`src/rtl/obi_pkg.sv`:
```
// Minimal OBI configuration package: the fields needed to size the relOBI A-channel sideband.
package obi_pkg;

  typedef struct packed {
    int unsigned AddrWidth;
    int unsigned DataWidth;
    int unsigned IdWidth;
    int unsigned AUserWidth;
  } obi_cfg_t;

  localparam obi_cfg_t ObiDefaultConfig = '{
    AddrWidth:  32'd32,
    DataWidth:  32'd32,
    IdWidth:    32'd1,
    AUserWidth: 32'd0
  };

endpackage

```
`src/rtl/relobi_pkg.sv`:
```
// relOBI helpers: width of the A-channel "other" field and of its Hsiao SEC-DED check bits.
package relobi_pkg;

  // a_other = {we, be, aid, a_user}
  function automatic int unsigned relobi_a_other_width(obi_pkg::obi_cfg_t cfg);
    return 32'd1 + cfg.DataWidth / 32'd8 + cfg.IdWidth + cfg.AUserWidth;
  endfunction

  // Smallest r with 2^(r-1) >= k + r: enough odd-weight columns for SEC-DED.
  function automatic int unsigned hsiao_ecc_width(int unsigned k);
    int unsigned r;
    r = 0;
    for (int unsigned i = 2; i < 24; i++)
      if (r == 0 && (32'd1 << (i - 1)) >= k + i) r = i;
    return r;
  endfunction

  function automatic int unsigned relobi_a_other_ecc_width(obi_pkg::obi_cfg_t cfg);
    return hsiao_ecc_width(relobi_a_other_width(cfg));
  endfunction

endpackage

```
`src/rtl/relobi_a_ecc_cut.sv`:
```
// 2-entry cut on the relOBI A channel; a_other is SEC-DED checked/corrected on entry.
// Error counters exist only when RELOBI_ECC_STATS_EN is defined (otherwise tied to 0).
module relobi_a_ecc_cut #(
  parameter obi_pkg::obi_cfg_t Cfg     = obi_pkg::ObiDefaultConfig,
  parameter int unsigned       PlWidth = 64,
  localparam int unsigned      OW      = relobi_pkg::relobi_a_other_width(Cfg),
  localparam int unsigned      EW      = relobi_pkg::relobi_a_other_ecc_width(Cfg)
) (
  input  logic               clk_i,
  input  logic               rst_i,
  input  logic               req_i,
  output logic               gnt_o,
  input  logic [PlWidth-1:0] pl_i,
  input  logic [OW-1:0]      other_i,
  input  logic [EW-1:0]      other_ecc_i,
  output logic               req_o,
  input  logic               gnt_i,
  output logic [PlWidth-1:0] pl_o,
  output logic [OW-1:0]      other_o,
  output logic [EW-1:0]      other_ecc_o,
  output logic               uncorr_o,
  output logic               err_corr_o,
  output logic               err_uncorr_o,
  input  logic               clr_cnt_i,
  output logic [15:0]        corr_cnt_o,
  output logic [15:0]        uncorr_cnt_o
);

  typedef logic [OW-1:0][EW-1:0] hmat_t;

  // Data columns: distinct odd-weight (>=3) vectors, lightest first; ECC columns are unit vectors.
  function automatic hmat_t hsiao_cols();
    hmat_t m;
    int    n;
    m = '0;
    n = 0;
    for (int w = 3; w <= int'(EW); w += 2)
      for (int v = 0; v < (1 << EW); v++)
        if ($countones(v) == w && n < int'(OW)) begin
          m[n] = EW'(v);
          n++;
        end
    return m;
  endfunction

  localparam hmat_t HCol = hsiao_cols();

  function automatic logic [EW-1:0] enc(logic [OW-1:0] d);
    logic [EW-1:0] e;
    e = '0;
    for (int i = 0; i < int'(OW); i++)
      if (d[i]) e = e ^ HCol[i];
    return e;
  endfunction

  typedef struct packed {
    logic [PlWidth-1:0] pl;
    logic [OW-1:0]      oth;
    logic [EW-1:0]      ecc;
    logic               unc;
  } ent_t;

  ent_t       mem_q [2];
  ent_t       new_ent;
  logic [1:0] cnt_q, cnt_d;
  logic       wptr_q, wptr_d, rptr_q, rptr_d;
  logic       err_corr_q, err_uncorr_q;
  logic       accept, pop;

  logic [EW-1:0] syn;
  logic [OW-1:0] flip, oth_fix;
  logic          ecc_hit, is_corr, is_unc;

  assign gnt_o  = (cnt_q != 2'd2);
  assign req_o  = (cnt_q != 2'd0);
  assign accept = req_i & gnt_o;
  assign pop    = req_o & gnt_i;

  always_comb begin
    syn     = enc(other_i) ^ other_ecc_i;
    flip    = '0;
    for (int i = 0; i < int'(OW); i++) flip[i] = (syn == HCol[i]);
    ecc_hit = $onehot(syn);
    is_corr = (^syn) & ((|flip) | ecc_hit);
    // Odd syndromes matching no column are multi-bit errors as well.
    is_unc  = (syn != '0) & ~is_corr;
    oth_fix = other_i ^ flip;

    new_ent     = '0;
    new_ent.pl  = pl_i;
    new_ent.oth = is_corr ? oth_fix : other_i;
    new_ent.ecc = is_corr ? enc(oth_fix) : other_ecc_i;
    new_ent.unc = is_unc;
  end

  always_comb begin
    cnt_d  = cnt_q;
    wptr_d = wptr_q ^ accept;
    rptr_d = rptr_q ^ pop;
    case ({accept, pop})
      2'b10:   cnt_d = cnt_q + 2'd1;
      2'b01:   cnt_d = cnt_q - 2'd1;
      default: cnt_d = cnt_q;
    endcase
  end

  always_ff @(posedge clk_i) begin
    if (rst_i) begin
      cnt_q        <= 2'd0;
      wptr_q       <= 1'b0;
      rptr_q       <= 1'b0;
      err_corr_q   <= 1'b0;
      err_uncorr_q <= 1'b0;
    end else begin
      cnt_q        <= cnt_d;
      wptr_q       <= wptr_d;
      rptr_q       <= rptr_d;
      err_corr_q   <= accept & is_corr;
      err_uncorr_q <= accept & is_unc;
    end
  end

  // Entry storage carries no reset; its contents only matter while req_o is high.
  always_ff @(posedge clk_i) begin
    if (accept) mem_q[wptr_q] <= new_ent;
  end

  assign pl_o         = mem_q[rptr_q].pl;
  assign other_o      = mem_q[rptr_q].oth;
  assign other_ecc_o  = mem_q[rptr_q].ecc;
  assign uncorr_o     = req_o & mem_q[rptr_q].unc;
  assign err_corr_o   = err_corr_q;
  assign err_uncorr_o = err_uncorr_q;

`ifdef RELOBI_ECC_STATS_EN
  logic [15:0] corr_cnt_q, corr_cnt_d, uncorr_cnt_q, uncorr_cnt_d;

  always_comb begin
    corr_cnt_d   = corr_cnt_q;
    uncorr_cnt_d = uncorr_cnt_q;
    if (clr_cnt_i) begin
      corr_cnt_d   = 16'd0;
      uncorr_cnt_d = 16'd0;
    end else begin
      if (accept && is_corr && corr_cnt_q != 16'hFFFF)  corr_cnt_d   = corr_cnt_q + 16'd1;
      if (accept && is_unc && uncorr_cnt_q != 16'hFFFF) uncorr_cnt_d = uncorr_cnt_q + 16'd1;
    end
  end

  always_ff @(posedge clk_i) begin
    if (rst_i) begin
      corr_cnt_q   <= 16'd0;
      uncorr_cnt_q <= 16'd0;
    end else begin
      corr_cnt_q   <= corr_cnt_d;
      uncorr_cnt_q <= uncorr_cnt_d;
    end
  end

  assign corr_cnt_o   = corr_cnt_q;
  assign uncorr_cnt_o = uncorr_cnt_q;
`else
  logic unused_clr;
  assign unused_clr   = clr_cnt_i;
  assign corr_cnt_o   = 16'd0;
  assign uncorr_cnt_o = 16'd0;
`endif

endmodule

```
`config.mk`:
```
export PLATFORM = sky130hd
export DESIGN_NAME = relobi_a_ecc_cut
export DESIGN_NICKNAME = d
export VERILOG_FILES = /design/src/rtl/obi_pkg.sv /design/src/rtl/relobi_pkg.sv /design/src/rtl/relobi_a_ecc_cut.sv
export SDC_FILE = /design/constraint.sdc
export NUM_CORES = 1
export LEC_CHECK = 0
export ABC_CLOCK_PERIOD_IN_PS = 4950
export CORE_AREA = 5 5 157 159
export DETAILED_ROUTE_END_ITERATION = 16
export DIE_AREA = 0 0 162 164
export PLACE_DENSITY = 0.62
export SLEW_MARGIN = 5
export SYNTH_ARGS = -nofsm -noshare
export SYNTH_HDL_FRONTEND = slang
export SYNTH_SLANG_ARGS = --single-unit
```
`constraint.sdc`:
```
create_clock -name clk_i -period 4.95 [get_ports clk_i]
set_clock_uncertainty 0.05 [all_clocks]
set_input_delay 0.7425 -clock clk_i [delete_from_list [all_inputs] [get_ports clk_i]]
set_output_delay 0.7425 -clock clk_i [all_outputs]
set_load 0.05 [all_outputs]
```
==> results of run 1 <==
[registers in the layout, indices dropped and copies added (netlist names)]
| name | count |
|---|---|
| err_uncorr_o | 1 |
| rptr_q | 1 |
| mem_q | 152 |
| wptr_q | 1 |
| err_corr_o | 1 |
| cnt_q | 2 |
[synthesized netlist by cell type, types with 2 or more instances]
| cell | count | area (µm²) |
|---|---|---|
| xor2_1 | 13 | 114 |
| nor2_1 | 10 | 37.5 |
| buf_6 | 2 | 22.5 |
| clkbuf_1 | 4 | 15.0 |
| nand2_1 | 9 | 33.8 |
| nand2b_1 | 2 | 12.5 |
| nand3_1 | 6 | 30.0 |
| mux2i_1 | 5 | 50.1 |
| buf_1 | 6 | 22.5 |
| dfxtp_1 | 6 | 120 |
| xnor2_1 | 20 | 175 |
| inv_1 | 9 | 33.8 |
| fa_1 | 2 | 40.0 |
| o21ai_0 | 6 | 30.0 |
| mux2_2 | 78 | 878 |
| buf_4 | 34 | 255 |
| edfxtp_1 | 152 | 4560 |
| nand2_2 | 2 | 12.5 |
| ha_1 | 12 | 150 |
| and2_1 | 2 | 12.5 |
| nand4_1 | 3 | 18.8 |
[cell usage in the layout, fill, tap and decap left out, types with 2 or more instances in the layout]
cell / instances
clkdlybuf4s50_1: 158
edfxtp_1: 152
mux2_2: 78
conb_1: 32
xnor2_1: 20
clkbuf_16: 17
xor2_1: 13
nor2_1: 10
ha_1: 10
inv_1: 9
nand2_1: 9
buf_4: 9
o21ai_0: 6
nand3_1: 6
mux2i_1: 5
clkinvlp_4: 5
dfxtp_1: 5
clkbuf_1: 4
nand4_1: 3
clkinv_2: 3
nand2b_1: 2
nand2_2: 2
and2_1: 2
fa_1: 2
ha_4: 2
[path summary, 6_finish.rpt]
| path | startpoint | end | slack, ps | depth (start not counted) |
|---|---|---|---|---|
| worst max register to register | cnt_q[0]$_SDFFE_PP0P_ | mem_q[1][72]$_DFFE_PP_ | 2680 | 4 |
| worst min register to register | cnt_q[1]$_SDFFE_PP0P_ | cnt_q[1]$_SDFFE_PP0P_ | 480 | 2 |
| worst max-delay path | other_i[2] | mem_q[1][10]$_DFFE_PP_ | 730 | 13 |
| worst min-delay path | cnt_q[1]$_SDFFE_PP0P_ | cnt_q[1]$_SDFFE_PP0P_ | 480 | 2 |
[tightest hold or removal path, stage by stage, from the launching register on]
cell	delay, ps
dfxtp_1	330
o21ai_0	90
a21oi_1	70
[per-layer routing]
metal	GRT usage	part of all wire
met1	0.111	0.39
met2	0.196	0.55
met3	0.0281	0.043
met4	0.0350	0.018
met5	0	0
[kinds of logic (layout without fill, tap and decap cells)]
kind of cell | Yosys count | after routing | synth area share
simple gates | 38 | 38 | 0.0268
mux | 84 | 84 | 0.138
xor+xnor | 36 | 36 | 0.0522
fa+ha+maj | 14 | 14 | 0.0279
flops | 158 | 158 | 0.688
buf+inv | 55 | 208 | 0.0512
other cells | 1 | 32 | 0.000550
compound gates | 16 | 16 | 0.0152
[report_power, final]
part           total [mW]  switching [mW]  internal, mW
Clock                1.20           0.495         0.704
Sequential           1.92           0.147          1.77
Combinational        2.40            1.51         0.886
[stage by stage]
step	worst slack (ps)	hold WS, ps	area, µm²	instances
after floorplan	971	416	6930	433
after global placement	323	433	8650	844
after detailed placement	290	469	8650	844
after CTS	737	479	9200	876
after global routing	545	537	9200	876
final	734	483	9200	876
[cell type report]
| type | count | area, µm² | area share |
|---|---|---|---|
| Clock buffer | 22 | 454 | 0.0494 |
| Sequential cell | 158 | 4690 | 0.510 |
| Clock inverter | 10 | 91.3 | 0.00993 |
| Timing Repair Buffer | 167 | 1650 | 0.179 |
| Tap cell | 290 | 363 | 0.0394 |
| Multi-Input combinational cell | 220 | 1920 | 0.209 |
| Inverter | 9 | 33.8 | 0.00367 |
==> summary.txt, run 1 <==
Floorplanning
  – Core footprint: 23,100 µm²
  – Die ar.: 26,600 µm²
  – Die width: 162 µm
  – Row count: 56
  – # IOs: 192
  – Die Y: between 150 and 200 µm
  – Initial core utilization: 0.295

Timing
  – Minimum clock period: 4220 ps
  – Post-Route Setup TNS: 0 ps
  – Final hold violation count: 0
  – Fin crit share: 0.852
  – Final Slew Violations: 0
  – Rel. slew slack: 0.250
  – RSZ-0062 raised after global routing: false
  – Max Fclk: ~240 MHz
  – Setup-failing EPs final: 0
  – Worst-Margin Slew: 1120 ps

Yosys
  – Post-synthesis cell count: between 400 and 500
  – Number of synthesized register bits: 158
  – Syn Area/Cell: between 15 and 20 µm²
  – Asr flop ratio synth: 0
  – Netlist Area Pre-Place: 6810 µm²
  – Number of flops mapped to enable cells by yosys: 152
  – Yosys Warn Count: 0
  – Unique masters post-synth: 40
  – Post-synthesis sequential area ratio: 0.688
  – Top FF cell, synth: edfxtp_1

Worst setup path
  – WP buf/inv: 1
  – Critical path endpoint category: register
  – Critical path's slowest cell: clkdlybuf4s50_1
  – Top delay family on crit path: adder cells
  – Critical Path AT: roughly 4300 ps
  – Max incr delay on CP: approximately 640 ps
  – Startpoint types: input pin
  – Max FO, Critical Path: 6
  – Req. time, crit path: 5050 ps
  – Critical path, cell by cell: clkdlybuf4s50_1 -> xor2_1 -> xnor2_1 -> xnor2_1 -> fa_1 -> fa_1 -> ha_1 -> nor2_1 -> nand2_1 -> a311o_1 -> o21a_1 -> nor2_1 -> mux2_2
  – Critical Setup Path Class: in2reg

Flow run
  – Max-cap violations: 0

Clock tree
  – Clk buf depth: 2
  – Sink Count: 158
  – CTS tree: yes
  – Setup Buffers After CTS: 0
  – Clock Latency Late Sink: 410 ps
  – Hold-fix buffers, CTS: 0
  – TritonCTS buffer count: 17
  – Clock transition at path regs: around 60 ps
  – Root Buffer: clkbuf_16
  – H-tree levels: 4
  – Post-CTS sizing: 0

Final layout
  – Util after Layout: 0.398
  – N_diodes: 0
  – Fillers: around 2,100
  – Share of cells above drive strength 1: 0.212
  – Area delta synth->final: 35.0%
  – # nets final: 667

Global routing
  – Largest net degree at the start of global routing: 78
  – Initial antenna violation count: 0
  – Grt ovf: 0
  – First-pass GRT wire length: 21,400 µm
  – Tot GR Track Use: 0.104
  – Vias in the first global route: 4,072

Detailed routing
  – Detailed Route Iter0 Violations: approximately 140
  – Wirelength, routed: 14,000 µm
  – Avg Vias per Cell: around 4.2
  – Drt drc: 0
  – Vias: 3,719
  – Post-route ant nets: 0
  – Drt pass-1 iters: 4
  – Average wire per standard cell: 15.9 µm

Pwr
  – Power Total: 5.51 mW
  – P per Cell Area: 599 nW/µm²
  – Maximum vdd ir drop: 0.000243 V
  – Static Leakage: between 3 and 4 nW

Placement
  – Placer congestion estimate: 0.822
  – I/O Buffers: approximately 160
  – Post-DP HPWL: 9560 µm

Min path
  – Hold Path Class: reg2reg

Outcome
  – Status: complete, no violations
Power figures use the tool's default switching activity.
==> run 2, diff against run 1 <==
ABC_CLOCK_PERIOD_IN_PS = not set   (was 4950)
TNS_END_PERCENT = 1   (was not set)
==> results of run 2 <==
No change in the layout: final DEF, timing and power equal those of run 1.
